File: config.mk
export PLATFORM = sky130hd
export DESIGN_NAME = hc595_rx
export DESIGN_NICKNAME = d
export VERILOG_FILES = /design/src/rtl/hc595_pkg.sv /design/src/rtl/sync_edge.sv /design/src/rtl/hc595_rx.sv
export SDC_FILE = /design/constraint.sdc
export NUM_CORES = 1
export LEC_CHECK = 0
export ABC_AREA = 0
export CAP_MARGIN = 20
export CORE_MARGIN = 4
export CORE_UTILIZATION = 35
export DETAILED_ROUTE_END_ITERATION = 12
export PLACE_DENSITY = 0.55
export SYNTH_ARGS = -nofsm -noshare
export SYNTH_HDL_FRONTEND = slang
export SYNTH_SLANG_ARGS = --single-unit
File: constraint.sdc
create_clock -name clk -period 2.1 [get_ports clk]
set_input_delay 0.42 -clock clk [delete_from_list [all_inputs] [get_ports clk]]
set_output_delay 0.42 -clock clk [all_outputs]
set_load 0.01 [all_outputs]
File: src/rtl/hc595_pkg.sv
// Shared 7-segment definitions: glyph patterns (active-high {g,f,e,d,c,b,a}),
// display codes and the pattern-to-code decoder used by receiver and driver.
package hc595_pkg;

    localparam logic [6:0] GLYPH_0     = 7'h3F;
    localparam logic [6:0] GLYPH_1     = 7'h06;
    localparam logic [6:0] GLYPH_2     = 7'h5B;
    localparam logic [6:0] GLYPH_3     = 7'h4F;
    localparam logic [6:0] GLYPH_4     = 7'h66;
    localparam logic [6:0] GLYPH_5     = 7'h6D;
    localparam logic [6:0] GLYPH_6     = 7'h7D;
    localparam logic [6:0] GLYPH_7     = 7'h07;
    localparam logic [6:0] GLYPH_8     = 7'h7F;
    localparam logic [6:0] GLYPH_9     = 7'h6F;
    localparam logic [6:0] GLYPH_BLANK = 7'h00;
    localparam logic [6:0] GLYPH_R     = 7'h50;
    localparam logic [6:0] GLYPH_EQ    = 7'h48;

    localparam logic [4:0] CODE_BLANK   = 5'd16;
    localparam logic [4:0] CODE_R       = 5'd17;
    localparam logic [4:0] CODE_EQ      = 5'd18;
    localparam logic [4:0] CODE_UNKNOWN = 5'd31;

    // Input is the active-low pattern as it appears on the shift register.
    function automatic logic [4:0] seg_decode(input logic [6:0] seg_n);
        logic [6:0] on;
        on = ~seg_n;
        case (on)
            GLYPH_0:     seg_decode = 5'd0;
            GLYPH_1:     seg_decode = 5'd1;
            GLYPH_2:     seg_decode = 5'd2;
            GLYPH_3:     seg_decode = 5'd3;
            GLYPH_4:     seg_decode = 5'd4;
            GLYPH_5:     seg_decode = 5'd5;
            GLYPH_6:     seg_decode = 5'd6;
            GLYPH_7:     seg_decode = 5'd7;
            GLYPH_8:     seg_decode = 5'd8;
            GLYPH_9:     seg_decode = 5'd9;
            GLYPH_BLANK: seg_decode = CODE_BLANK;
            GLYPH_R:     seg_decode = CODE_R;
            GLYPH_EQ:    seg_decode = CODE_EQ;
            default:     seg_decode = CODE_UNKNOWN;
        endcase
    endfunction

    function automatic logic is_onehot(input logic [7:0] sel);
        return (sel != 8'd0) && ((sel & (sel - 8'd1)) == 8'd0);
    endfunction

    // Only meaningful for a one-hot select.
    function automatic logic [2:0] onehot_index(input logic [7:0] sel);
        logic [2:0] idx;
        idx = 3'd0;
        for (int i = 0; i < 8; i++) begin
            if (sel[i]) idx = idx | 3'(i);
        end
        return idx;
    endfunction

endpackage

File: src/rtl/sync_edge.sv
// Multi-flop synchronizer followed by a registered rising-edge pulse.
// level is delayed to line up with rise so data sampled on rise is coherent.
module sync_edge #(
    parameter int STAGES = 2
) (
    input  logic clk,
    input  logic rst,
    input  logic din,
    output logic level,
    output logic rise
);

    logic [STAGES-1:0] sync_reg;
    logic              prev_reg;
    logic              rise_reg;

    always_ff @(posedge clk) begin
        if (rst) begin
            sync_reg <= '0;
            prev_reg <= 1'b0;
            rise_reg <= 1'b0;
        end else begin
            sync_reg <= {sync_reg[STAGES-2:0], din};
            prev_reg <= sync_reg[STAGES-1];
            rise_reg <= sync_reg[STAGES-1] & ~prev_reg;
        end
    end

    assign level = prev_reg;
    assign rise  = rise_reg;

endmodule

File: src/rtl/hc595_rx.sv
// Sniffs a 74HC595-driven 8-digit LED display bus and decodes each latched
// frame into a digit code, keeping a mirror of every digit's contents.
module hc595_rx
    import hc595_pkg::*;
#(
    parameter int SYNC_STAGES = 2,
    parameter int FRAME_BITS  = 16
) (
    input  logic        clk,
    input  logic        rst,
    input  logic        sclk_in,
    input  logic        rclk_in,
    input  logic        sdio_in,
    output logic        frame_valid,
    output logic        frame_err,
    output logic [2:0]  digit_idx,
    output logic [7:0]  seg_raw,
    output logic [4:0]  code,
    output logic        dot,
    output logic [39:0] disp_codes,
    output logic [7:0]  disp_dots
);

    logic [2:0] din_vec;
    logic [2:0] level_vec;
    logic [2:0] rise_vec;

    assign din_vec = {sdio_in, rclk_in, sclk_in};

    generate
        for (genvar gi = 0; gi < 3; gi++) begin : g_sync
            sync_edge #(.STAGES(SYNC_STAGES)) u_sync (
                .clk   (clk),
                .rst   (rst),
                .din   (din_vec[gi]),
                .level (level_vec[gi]),
                .rise  (rise_vec[gi])
            );
        end
    endgenerate

    logic sclk_rise, rclk_rise, sdio_level;
    assign sclk_rise  = rise_vec[0];
    assign rclk_rise  = rise_vec[1];
    assign sdio_level = level_vec[2];

    logic unused_sync;
    assign unused_sync = ^{level_vec[1:0], rise_vec[2]};

    logic [FRAME_BITS-1:0] shift_reg, shift_next, frame_reg;
    logic [4:0]            bit_cnt_reg, cnt_next, frame_cnt_reg;
    logic                  decode_reg;

    // A simultaneous sclk rise is folded in before the latch sees the frame.
    always_comb begin
        shift_next = shift_reg;
        cnt_next   = bit_cnt_reg;
        if (sclk_rise) begin
            shift_next = {shift_reg[FRAME_BITS-2:0], sdio_level};
            cnt_next   = (bit_cnt_reg == 5'd31) ? 5'd31 : bit_cnt_reg + 5'd1;
        end
    end

    always_ff @(posedge clk) begin
        if (rst) begin
            shift_reg     <= '0;
            bit_cnt_reg   <= 5'd0;
            frame_reg     <= '0;
            frame_cnt_reg <= 5'd0;
            decode_reg    <= 1'b0;
        end else begin
            shift_reg   <= shift_next;
            bit_cnt_reg <= rclk_rise ? 5'd0 : cnt_next;
            decode_reg  <= rclk_rise;
            if (rclk_rise) begin
                frame_reg     <= shift_next;
                frame_cnt_reg <= cnt_next;
            end
        end
    end

    logic [7:0] seg_w, sel_w;
    logic [4:0] code_w;
    logic [2:0] idx_w;
    logic       err_w;

    assign seg_w  = frame_reg[15:8];
    assign sel_w  = frame_reg[7:0];
    assign code_w = seg_decode(seg_w[6:0]);
    assign idx_w  = onehot_index(sel_w);
    assign err_w  = (frame_cnt_reg != 5'(FRAME_BITS)) || !is_onehot(sel_w);

    logic       frame_valid_reg, frame_err_reg, dot_reg;
    logic [2:0] digit_idx_reg;
    logic [7:0] seg_raw_reg;
    logic [4:0] code_reg;

    always_ff @(posedge clk) begin
        if (rst) begin
            frame_valid_reg <= 1'b0;
            frame_err_reg   <= 1'b0;
            digit_idx_reg   <= 3'd0;
            seg_raw_reg     <= 8'hFF;
            code_reg        <= CODE_BLANK;
            dot_reg         <= 1'b0;
        end else begin
            frame_valid_reg <= decode_reg;
            frame_err_reg   <= decode_reg & err_w;
            if (decode_reg) begin
                seg_raw_reg <= seg_w;
                code_reg    <= code_w;
                dot_reg     <= ~seg_w[7];
                if (!err_w) digit_idx_reg <= idx_w;
            end
        end
    end

    logic [4:0] slot_code_reg [8];
    logic [7:0] slot_dot_reg;

    generate
        for (genvar gi = 0; gi < 8; gi++) begin : g_slot
            always_ff @(posedge clk) begin
                if (rst) begin
                    slot_code_reg[gi] <= CODE_BLANK;
                    slot_dot_reg[gi]  <= 1'b0;
                end else if (decode_reg && !err_w && idx_w == 3'(gi)) begin
                    slot_code_reg[gi] <= code_w;
                    slot_dot_reg[gi]  <= ~seg_w[7];
                end
            end
            assign disp_codes[gi*5 +: 5] = slot_code_reg[gi];
        end
    endgenerate

    assign frame_valid = frame_valid_reg;
    assign frame_err   = frame_err_reg;
    assign digit_idx   = digit_idx_reg;
    assign seg_raw     = seg_raw_reg;
    assign code        = code_reg;
    assign dot         = dot_reg;
    assign disp_dots   = slot_dot_reg;

endmodule

After elaboration in Yosys (flattened, before gate mapping)
Memories as Yosys holds them, arrays and structs flattened.
Cells that the tools add are included.

storage, ports and cells
  register bits = 81
  memory bits (writable) = 40
  bits of input ports = 5
  output and inout bits = 67
  logic and storage cells = 132
  memories kept = 1

memory list
  memory         words  bits a word  rd ports  clocked after Yosys merged registers in  write ports  RTL line         text
  slot_code_reg  8      5            8         0                                        8            hc595_rx.sv:118  logic [4:0] slot_code_reg [8];

operators by class
  $add $sub $neg = 2
  eq/ne operators = 21
  muxes and demuxes = 45
  bitwise gates (word level) = 17
  reductions and logical operators = 19

operators with widths
  cell                                                                 number
  5-bit case mux with 13 select lines                                  1
  7-bit == test (second input constant)                                9
  5-bit two-way mux                                                    10
  1-bit two-way mux                                                    27
  16-bit two-way mux                                                   1
  7-bit by 3-bit == test with 1-bit output (second input constant)     2
  3-bit == test (second input constant)                                4
  3-bit two-way mux                                                    4
  1-bit logical AND                                                    10
  8-bit AND                                                            1
  8-bit logical NOT                                                    1
  1-bit bitwise OR                                                     8
  8-bit nonzero test                                                   1
  8-bit by 1-bit subtractor with 8-bit output (second input constant)  1
  7-bit by 6-bit == test with 1-bit output (second input constant)     1
  7-bit logical NOT                                                    1
  7-bit inverter                                                       1
  3-bit by 2-bit == test with 1-bit output (second input constant)     2
  5-bit by 1-bit adder with 5-bit output (second input constant)       1
  5-bit == test (second input constant)                                1
  5-bit != test (second input constant)                                1
  2-bit two-way mux                                                    2
  1-bit inverter                                                       4
  1-bit AND                                                            3
  other kinds (6)                                                      7

Depth between registers and ports, before layout
Gate-level depths: netlist of the first run.

  depth after elaboration = 13
  gate-level depth with buffers = 8
  gate-level depth less buffers = 5

Hierarchy
From an unflattened synthesis of the first run, not the netlist that was laid out.

unflattened totals
  cells, all modules = 475
  area total of the unflattened synthesis = 4992.3 um^2

by module, submodules not included
  module     times used  cells each  area an instance (um^2)  sequential area each (um^2)
  hc595_rx   1           451         4658.2                   2602.5
  sync_edge  3           8           111.4                    80.1

Worst setup path before layout of the first run
Ideal clock, no wire load.

  path type = register -> register
  start = register frame_reg[0]
  end = memory slot_code_reg[4][0] (netlist: slot_code_reg[1][0]) (enable)
  library setup time = 0.314 ns
  arrival = 1.941 ns
  data required time = 1.786 ns
  path slack = -0.155 ns
  cell stages (with the launch flop) = 8
  buffers on the path = 2
  period minus slack after synthesis = 2.255 ns
  path through = dfxtp_1 -> nor4_4 -> nand3b_2 -> a221oi_4 -> and2_1 -> buf_4 -> buf_4 -> a31o_1

RTL lines
  what                      RTL line         text
  start: declaration        hc595_rx.sv:50   logic [FRAME_BITS-1:0] shift_reg, shift_next, frame_reg;
  start signal: assignment  hc595_rx.sv:76   frame_reg <= shift_next;
  end: declaration          hc595_rx.sv:118

==> flow_summary.json, run 1 <==
{
  "fmax_ghz": 0.491,
  "powerDensity_nw_per_um2": 892,
  "final_util": 0.490,
  "synth_mux_area_frac": 0.0388,
  "period_share": 0.970,
  "synth_fp_nets": 459,
  "slew_headroom": 0.578,
  "run_status": "complete, no violations",
  "dieArea_sq_um": 16000,
  "drc": 0,
  "synth_fa_ha_area_frac": 0.00255,
  "gr-total-overflow": 0,
  "crit_path_max_fanout": 16,
  "synth_edf_count": 40,
  "setup_viol": 0,
  "ys.flop_type": "dfxtp_1",
  "skew_ns": 0.00667,
  "wirelength_um": 11400,
  "rsz0062_at_grt": "true",
  "area_growth_pct": 37.9,
  "largest_reg_flops": 40,
  "drt-initial-drc-count": 209,
  "synth_warnings": 0,
  "cap_violations": 0,
  "ant_nets": 0,
  "h-tree-depth": 4,
  "syn-instance-count": 453,
  "place.gp.congestion": 0.826,
  "hpwl_um": 7780,
  "syn_area_sq_um": 4910,
  "synth_xor_area_frac": 0.00357,
  "max_stage_delay_ns": 0.41,
  "crit_chain": "nor4_4 -> nand3b_4 -> a221oi_4 -> buf_6 -> nand2_4 -> nor4_1",
  "core-area_sq_um": 13800,
  "cts_buffer_depth": 2,
  "synth_top_family_by_area": "simple AND/OR/NAND/NOR gates",
  "nets": 542,
  "synth-simple-area-share": 0.198,
  "antenna_found_initial": 0,
  "ir_drop_mv": 0.443,
  "layout_setup_ws_ns": 0.0632,
  "worstSetupEndpointType": "register",
  "n_fill_cell": 1236,
  "viasPerCell": 5.18,
  "die_width_um": 126,
  "grt_pass1_vias": 3530,
  "yosys.cell_types.count": 54,
  "required_ns": 2.31,
  "min_path_type": "reg2reg",
  "avgSynthCellArea_sq_um": 10.8,
  "leakage_nw": 2.32,
  "drive_above_1_share": 0.182,
  "ios": 72,
  "drt-pass1-iter-count": 4,
  "ys_ff_latch": 121,
  "start_kind": "register",
  "report.final.hold_viol_count": 0,
  "async_flop_share": 0,
  "cts_made_buffers": 17,
  "cts.sinks": 121,
  "start_util": 0.355,
  "pre_cts_slack_ns": -0.0181,
  "die_h_um": 126,
  "crit_type": "reg2reg",
  "via_count": 3774,
  "fin_crit_ns": 2.04,
  "crit_arrival_ns": 2.24,
  "drv_slew": 0,
  "clock_latency_ns": 0.41,
  "num_rows": 43,
  "cts_tree": "done",
  "grt_usage": 0.144,
  "grt_pass1_wl_um": 18200,
  "cpMaxStageDelayCell": "nor4_4",
  "port_buffers": 71,
  "clkTransAtPathRegs_ns": 0.05,
  "post_drt_wl_per_cell_um": 15.6,
  "grt_max_degree": 82,
  "synth-compound-area-share": 0.141,
  "antenna_cells": 0,
  "ys_seq_area_frac": 0.575,
  "tightestPinTransition_ns": 0.632,
  "ctsRootBufferMaster": "clkbuf_16"
}
power by group:
| group | switching, mW | total, mW | internal (mW) | leakage (nW) |
|---|---|---|---|---|
| clock network | 0.964 | 3.02 | 2.05 | 0.312 |
| logic | 0.305 | 0.526 | 0.221 | 0.966 |
| registers | 0.0322 | 2.50 | 2.46 | 1.04 |
final cells by class:
cell class,count,area [sq um],share of cell area
flip-flops and latches,121,2830,0.418
well taps,180,225,0.0333
inverters,4,15.0,0.00222
repair buffers,103,1020,0.150
clock buffers,25,517,0.0763
clock inverters,7,110,0.0163
multi-input cells,289,2060,0.304
cells by family after synthesis:
| group | after synthesis |
|---|---|
| and+or+nand+nor | 180 |
| DFF | 121 |
| AOI/OAI and AO/OA | 87 |
| buffers and inverters | 43 |
| muxes | 19 |
| xor gates and xnor gates | 2 |
| adders and majority gates | 1 |
per-stage QoR:
step           instance area [sq um]  hold WS (ns)  setup TNS, ns  std cells  total power [mW]
6_report                        6770         0.388              0        729              6.04
3_5_place_dp                    6020         0.383        -0.0336        695              3.04
3_3_place_gp                    6020         0.376              0        695              3.03
4_1_cts                         6660         0.393              0        727              6.07
5_1_grt                         6770         0.408         -0.137        729              6.25
2_1_floorplan                   5000         0.367          -4.12        453              2.83
routing by layer:
metal	global-route usage	up-vias	wire (um)
met2	0.225	106	5320
met3	0.0417	27	600
met4	0.0732	0	297
met5	0	-	0
met1	0.180	1771	5140
li1	-	1870	-
repair_timing:
item                                    in CTS  in global routing
endpoints found under the setup margin       8                 81
buffers inserted                             0                  2
pin swaps                                    0                  2
cloned                                       0                  0
hold buffers                                 0                  0
resized for setup                            1                 20
endpoints found under the hold margin        0                  0
worst paths after layout:
kind	from	endpoint	slack (ns)	depth (start not counted)
max	frame_reg[1]$_SDFFE_PP0P_	slot_code_reg[1][10]$_SDFFCE_PN0P_	0.06	6
min	g_sync[1].u_sync.level$_SDFF_PP0_	g_sync[1].u_sync.rise$_SDFF_PP0_	0.39	1
max reg2reg	frame_reg[1]$_SDFFE_PP0P_	slot_code_reg[1][10]$_SDFFCE_PN0P_	0.06	6
min reg2reg	g_sync[1].u_sync.level$_SDFF_PP0_	g_sync[1].u_sync.rise$_SDFF_PP0_	0.39	1
cell usage in the layout, fill, tap and decap left out, types with 4 or more instances in the layout:
master           instances
a211o_1                  7
a211oi_1                22
a21oi_1                  8
a311oi_1                10
a31o_4                   8
a31oi_1                  5
a41oi_1                  8
and3_1                   4
buf_12                   5
buf_4                   25
clkbuf_16               18
clkbuf_8                 4
clkdlybuf4s50_1         70
clkinv_2                 4
dfxtp_1                 78
edfxtp_1                40
inv_1                    4
mux2i_1                 19
nand2_1                 12
nand2b_1                 6
nand3_1                  9
nand4_1                  7
nor2_1                  55
nor2b_1                 22
nor3_1                  21
nor4_1                   8
nor4_2                  11
o21ai_0                  5
Yosys cell counts, types with 7 or more instances:
library cell | count | area, sq um
a211o_1 | 7 | 61.3
nand2_1 | 13 | 48.8
a41oi_1 | 8 | 70.1
mux2i_1 | 19 | 190
dfxtp_1 | 81 | 1620
a21oi_1 | 8 | 40.0
clkbuf_1 | 27 | 101
edfxtp_1 | 40 | 1200
nor2_1 | 56 | 210
a311oi_1 | 10 | 87.6
nand4_1 | 7 | 43.8
a31o_1 | 8 | 70.1
nor4_1 | 19 | 119
a211oi_1 | 22 | 165
nor3_1 | 21 | 105
nand3_1 | 9 | 45.0
nor2b_1 | 22 | 138
worst max-delay path: cells and delay by family, from the launching register on:
kind                   cells  cell delay [ns]
AO/OA/AOI/OAI              1             0.27
flip-flops                 1             0.33
buffers and inverters      1             0.19
AND/OR/NAND/NOR            4             1.05
Note: power is estimated with default switching activity, not from simulation.
==> inputs of run 2 (changes only) <==
--- a/config.mk
+++ b/config.mk
@@ -10,6 +10,8 @@
 export CORE_MARGIN = 4
 export CORE_UTILIZATION = 35
 export DETAILED_ROUTE_END_ITERATION = 12
+export GPL_ROUTABILITY_DRIVEN = 1
+export GPL_TIMING_DRIVEN = 0
 export PLACE_DENSITY = 0.55
 export SYNTH_ARGS = -nofsm -noshare
 export SYNTH_HDL_FRONTEND = slang
==> flow_summary.json, run 2 (synthesis results as in run 1) <==
{
  "ctsRootBufferMaster": "clkbuf_16",
  "leakage_nw": 2.38,
  "drt-pass1-iter-count": 4,
  "cpLargestDelayFamily": "simple AND/OR/NAND/NOR gates",
  "cts_made_buffers": 17,
  "rr_worst_depth": 7,
  "cts.sinks": 121,
  "fin_area_sq_um": 7030,
  "clkTransAtPathRegs_ns": 0.05,
  "h-tree-depth": 4,
  "cts_tree": "done",
  "drc": 0,
  "wirelength_um": 12400,
  "area_growth_pct": 43.3,
  "nets": 557,
  "hold_path_end": "g_sync[0].u_sync.rise$_SDFF_PP0_",
  "antenna_found_initial": 0,
  "worstSetupEndpointType": "register",
  "ff2ff_setup_slack_ns": 0.01,
  "gr-total-overflow": 0,
  "crit_path_max_fanout": 7,
  "die_width_um": 126,
  "period_share": 0.995,
  "start_kind": "register",
  "post_drt_wl_per_cell_um": 16.6,
  "final_util": 0.508,
  "ir_drop_mv": 0.431,
  "hpwl_um": 8970,
  "place.gp.congestion": 0.849,
  "min_path_type": "reg2reg",
  "clock_latency_ns": 0.41,
  "viasPerCell": 5.23,
  "drv_slew": 0,
  "crit_type": "reg2reg",
  "reg2reg_to": "slot_code_reg[1][0]$_SDFFCE_PN0P_",
  "max_stage_delay_ns": 0.36,
  "crit_chain": "nor4_4 -> buf_4 -> nand2_2 -> a211oi_4 -> and2_4 -> buf_8 -> a31o_4",
  "layout_commonest_cell": "dfxtp_1",
  "ios": 72,
  "hold_buffers": 0,
  "core-area_sq_um": 13800,
  "tightestPinTransition_ns": 0.766,
  "dieArea_sq_um": 16000,
  "num_rows": 43,
  "crit_arrival_ns": 2.21,
  "cap_violations": 0,
  "cts_buffer_depth": 2,
  "rsz0062_at_grt": "true",
  "skew_ns": 0.00796,
  "port_buffers": 70,
  "setup_viol": 0,
  "cp.buffers_inverters": 2,
  "required_ns": 2.22,
  "antenna_cells": 0,
  "start_util": 0.355,
  "min_path_cells": 1,
  "placed_cell_area_sq_um": 5930,
  "via_count": 3894,
  "layout_common_cells": "dfxtp_1 (76), clkdlybuf4s50_1 (70), nor2_1 (54)",
  "slew_headroom": 0.485,
  "rr_startpoint": "frame_reg[2]$_SDFFE_PP0P_",
  "die_h_um": 126,
  "report.final.hold_viol_count": 0,
  "largest_reg_flops": 40,
  "grt_pass1_vias": 3836,
  "grt_usage": 0.158,
  "run_status": "complete, no violations",
  "ant_nets": 0,
  "drt-initial-drc-count": 239,
  "fin_crit_ns": 2.09,
  "drive_above_1_share": 0.197,
  "grt_max_degree": 17,
  "grt_pass1_wl_um": 20000,
  "min-delay-start": "g_sync[0].u_sync.level$_SDFF_PP0_",
  "fmax_ghz": 0.479,
  "powerDensity_nw_per_um2": 905,
  "cpMaxStageDelayCell": "dfxtp_4"
}
run 2: cell types whose count changed in the layout (fill, tap and decap cells not counted), moves of 3 or more:
cell       delta
buf_6         +3
clkbuf_2      +4
nand3_1       -3
buf_8         +3
nor3_2        +3
clkbuf_16     +5
clkbuf_8      -4
clkbuf_1     +16
buf_1         +3
buf_4        -16
nor3_1        -3
run 2: routing by layer:
layer	vias up	global-route usage	share of wire
met2	112	0.252	0.49
li1	1908	-	-
met1	1844	0.199	0.43
met5	-	0	0
met3	30	0.0362	0.050
met4	0	0.0877	0.030
run 2: what timing repair did:
action                     in CTS  in global routing
gates cloned                    0                  2
gates resized for setup        22                 41
setup endpoints to repair      92                 89
pin swaps                       7                 11
setup buffers                   8                  5
run 2: cell type report:
type                       count  area (sq um)
multi-input combinational    289          2180
buffer                        33           203
clock inverter                 9           151
fill                        1233          6800
tap                          180           225
sequential                   121          2830
clock buffer                  23           537
timing repair buffer          85           881
inverter                       4          15.0
run 2: where the power goes:
| group | switching, mW | total, mW | internal (mW) | leakage (nW) |
|---|---|---|---|---|
| Sequential | 0.0328 | 2.49 | 2.46 | 1.04 |
| Clock | 1.01 | 3.29 | 2.28 | 0.334 |
| Combinational | 0.334 | 0.574 | 0.239 | 1.00 |
| Total | 1.38 | 6.36 | 4.98 | 2.38 |
run 2: how the worst max path moves through the flow:
stage | cells past startpoint | endpoint | slack [ns] | from
after floorplan | 7 | slot_code_reg[1][0]$_SDFFCE_PN0P_ | -0.11 | frame_reg[2]$_SDFFE_PP0P_
after global placement | 7 | slot_code_reg[1][1]$_SDFFCE_PN0P_ | -0.27 | frame_reg[2]$_SDFFE_PP0P_
after detailed placement | 7 | slot_code_reg[1][0]$_SDFFCE_PN0P_ | -0.30 | frame_reg[2]$_SDFFE_PP0P_
after CTS | 4 | slot_code_reg[0][5]$_SDFFCE_PN0P_ | 0.000005 | frame_reg[7]$_SDFFE_PP0P_
after global routing | 3 | slot_code_reg[0][0]$_SDFFCE_PN0P_ | -0.11 | frame_reg[7]$_SDFFE_PP0P_
final | 7 | slot_code_reg[1][0]$_SDFFCE_PN0P_ | 0.01 | frame_reg[2]$_SDFFE_PP0P_
run 2: per-stage QoR:
step | hold WS [ns] | setup TNS [ns] | std cells | power [mW] | worst slack, ns
final | 0.388 | 0 | 744 | 6.36 | 0.0111
after global routing | 0.406 | -3.62 | 744 | 6.59 | -0.109
after CTS | 0.391 | 0 | 742 | 6.36 | 0.00000533
after detailed placement | 0.378 | -18.59 | 703 | 2.99 | -0.298
after global placement | 0.376 | -16.34 | 703 | 2.99 | -0.266
after floorplan | 0.367 | -4.12 | 453 | 2.83 | -0.109
==> inputs of run 3 (changes only) <==
--- a/config.mk
+++ b/config.mk
@@ -7,7 +7,7 @@
 export LEC_CHECK = 0
 export ABC_AREA = 0
 export CAP_MARGIN = 20
-export CORE_MARGIN = 4
+export CORE_MARGIN = 2
 export CORE_UTILIZATION = 35
 export DETAILED_ROUTE_END_ITERATION = 12
 export GPL_ROUTABILITY_DRIVEN = 1
==> flow_summary.json, run 3 (synthesis results as in run 1) <==
{
  "dpl.cell_count": 704,
  "clock_latency_ns": 0.41,
  "crit_path_max_fanout": 8,
  "setup_viol": 0,
  "start_util": 0.356,
  "hold_buffers": 0,
  "ios": 72,
  "layout_commonest_cell": "dfxtp_1",
  "regArea_sq_um": 2830,
  "cts.sinks": 121,
  "antenna_cells": 0,
  "fmax_ghz": 0.478,
  "h-tree-depth": 4,
  "period_share": 0.996,
  "tightestPinTransition_ns": 0.681,
  "grt_max_degree": 17,
  "cpMaxStageDelayCell": "dfxtp_4",
  "drc": 0,
  "die_width_um": 122,
  "cpMostUsedCell": "buf_4",
  "layout_setup_ws_ns": 0.00923,
  "crit_chain": "nor4_4 -> buf_4 -> nand3b_4 -> a221oi_4 -> buf_4 -> nand2_8 -> clkbuf_16 -> nor4_1",
  "multi_input_area_sq_um": 2200,
  "core-area_sq_um": 13800,
  "gr-total-overflow": 0,
  "post_drt_wl_per_cell_um": 16.5,
  "use_met1": 0.204,
  "leakage_nw": 2.38,
  "grt_usage": 0.171,
  "antenna_found_initial": 0,
  "drt-initial-drc-count": 254,
  "drive_above_1_share": 0.211,
  "fin_cells": 750,
  "viasPerCell": 5.22,
  "fin_crit_ns": 2.09,
  "n_fill_cell": 1259,
  "nets": 563,
  "place.gp.congestion": 0.825,
  "powerDensity_nw_per_um2": 850,
  "grt_busiest_layer": "met2",
  "clkTransAtPathRegs_ns": 0.05,
  "drv_slew": 0,
  "cts_tree": "done",
  "crit_arrival_ns": 2.32,
  "crit_type": "reg2reg",
  "grt_pass1_wl_um": 19500,
  "run_status": "complete, no violations",
  "report.final.hold_viol_count": 0,
  "largest_reg_flops": 40,
  "skew_ns": 0.00479,
  "drt-pass1-iter-count": 4,
  "num_rows": 43,
  "grt_pass1_vias": 3786,
  "via_count": 3913,
  "worstSetupEndpointType": "register",
  "layout_common_cells": "dfxtp_1 (77), clkdlybuf4s50_1 (70), nor2_1 (53)",
  "cap_violations": 0,
  "ir_drop_mv": 0.421,
  "max_stage_delay_ns": 0.36,
  "port_buffers": 70,
  "min_path_type": "reg2reg",
  "cts_made_buffers": 17,
  "dieArea_sq_um": 15000,
  "ctsRootBufferMaster": "clkbuf_16",
  "hpwl_um": 8760,
  "rsz0062_at_grt": "true",
  "cts_buffer_depth": 2,
  "pre_cts_slack_ns": -0.294,
  "grt_util_met2": 0.291,
  "total_power_mw": 5.96,
  "ant_nets": 0,
  "area_growth_pct": 42.8,
  "wirelength_um": 12400,
  "slew_headroom": 0.545,
  "die_h_um": 122,
  "required_ns": 2.33,
  "start_kind": "register",
  "met3_usage": 0.0446
}
-- run 3: cell types whose count changed in the layout (fill, tap and decap cells not counted), sizes merged --
cell	change
buf	+7
clkinvlp	+1
bufinv	-1
clkbuf	-5
clkinv	+5
inv	-1
-- run 3: layout make-up --
type | count | share of cell area
inverters | 4 | 0.00214
repair buffers | 92 | 0.136
flip-flops and latches | 121 | 0.404
clock inverters | 13 | 0.0220
plain buffers | 32 | 0.0279
clock buffers | 19 | 0.0618
multi-input cells | 289 | 0.314
well taps | 180 | 0.0321
-- run 3: per-stage QoR --
step | area [sq um] | hold slack (ns) | setup TNS (ns) | util
2_1_floorplan | 5000 | 0.367 | -4.12 | -
3_3_place_gp | 5930 | 0.377 | -16.14 | 0.430
3_5_place_dp | 5930 | 0.382 | -18.08 | 0.431
4_1_cts | 6710 | 0.389 | 0 | 0.487
5_1_grt | 7010 | 0.414 | -2.06 | 0.509
6_report | 7010 | 0.388 | 0 | 0.509
-- run 3: where the power goes --
part           internal [mW]  switching, mW
clock network           1.85          0.998
registers               2.46         0.0329
logic                  0.262          0.350
total                   4.57           1.38
-- run 3: timing repair --
action / in CTS / in global routing
gates resized for setup: 18 / 49
pin swaps: 7 / 7
setup endpoints to repair: 89 / 90
cloned: 1 / 1
setup buffers: 10 / 9
-- run 3: final timing paths --
kind                                              to                               from  slack [ns]  cells past startpoint
hold / removal      g_sync[0].u_sync.rise$_SDFF_PP0_  g_sync[0].u_sync.level$_SDFF_PP0_        0.39                      1
setup reg to reg  slot_code_reg[1][12]$_SDFFCE_PN0P_          frame_reg[3]$_SDFFE_PP0P_       0.009                      8
hold reg to reg     g_sync[0].u_sync.rise$_SDFF_PP0_  g_sync[0].u_sync.level$_SDFF_PP0_        0.39                      1
setup / recovery  slot_code_reg[1][12]$_SDFFCE_PN0P_          frame_reg[3]$_SDFFE_PP0P_       0.009                      8
-- run 3: per-layer routing --
metal	wire length, um	part of all wire
met1	5290	0.43
met2	6330	0.51
met3	580	0.047
met4	160	0.013
met5	0	0
-- run 3: critical path: cells and delay by family, from the launching register on --
family	cells	cell delay, ns
AND/OR/NAND/NOR	4	0.68
flip-flops	1	0.36
AO/OA/AOI/OAI	1	0.32
buffers and inverters	3	0.54
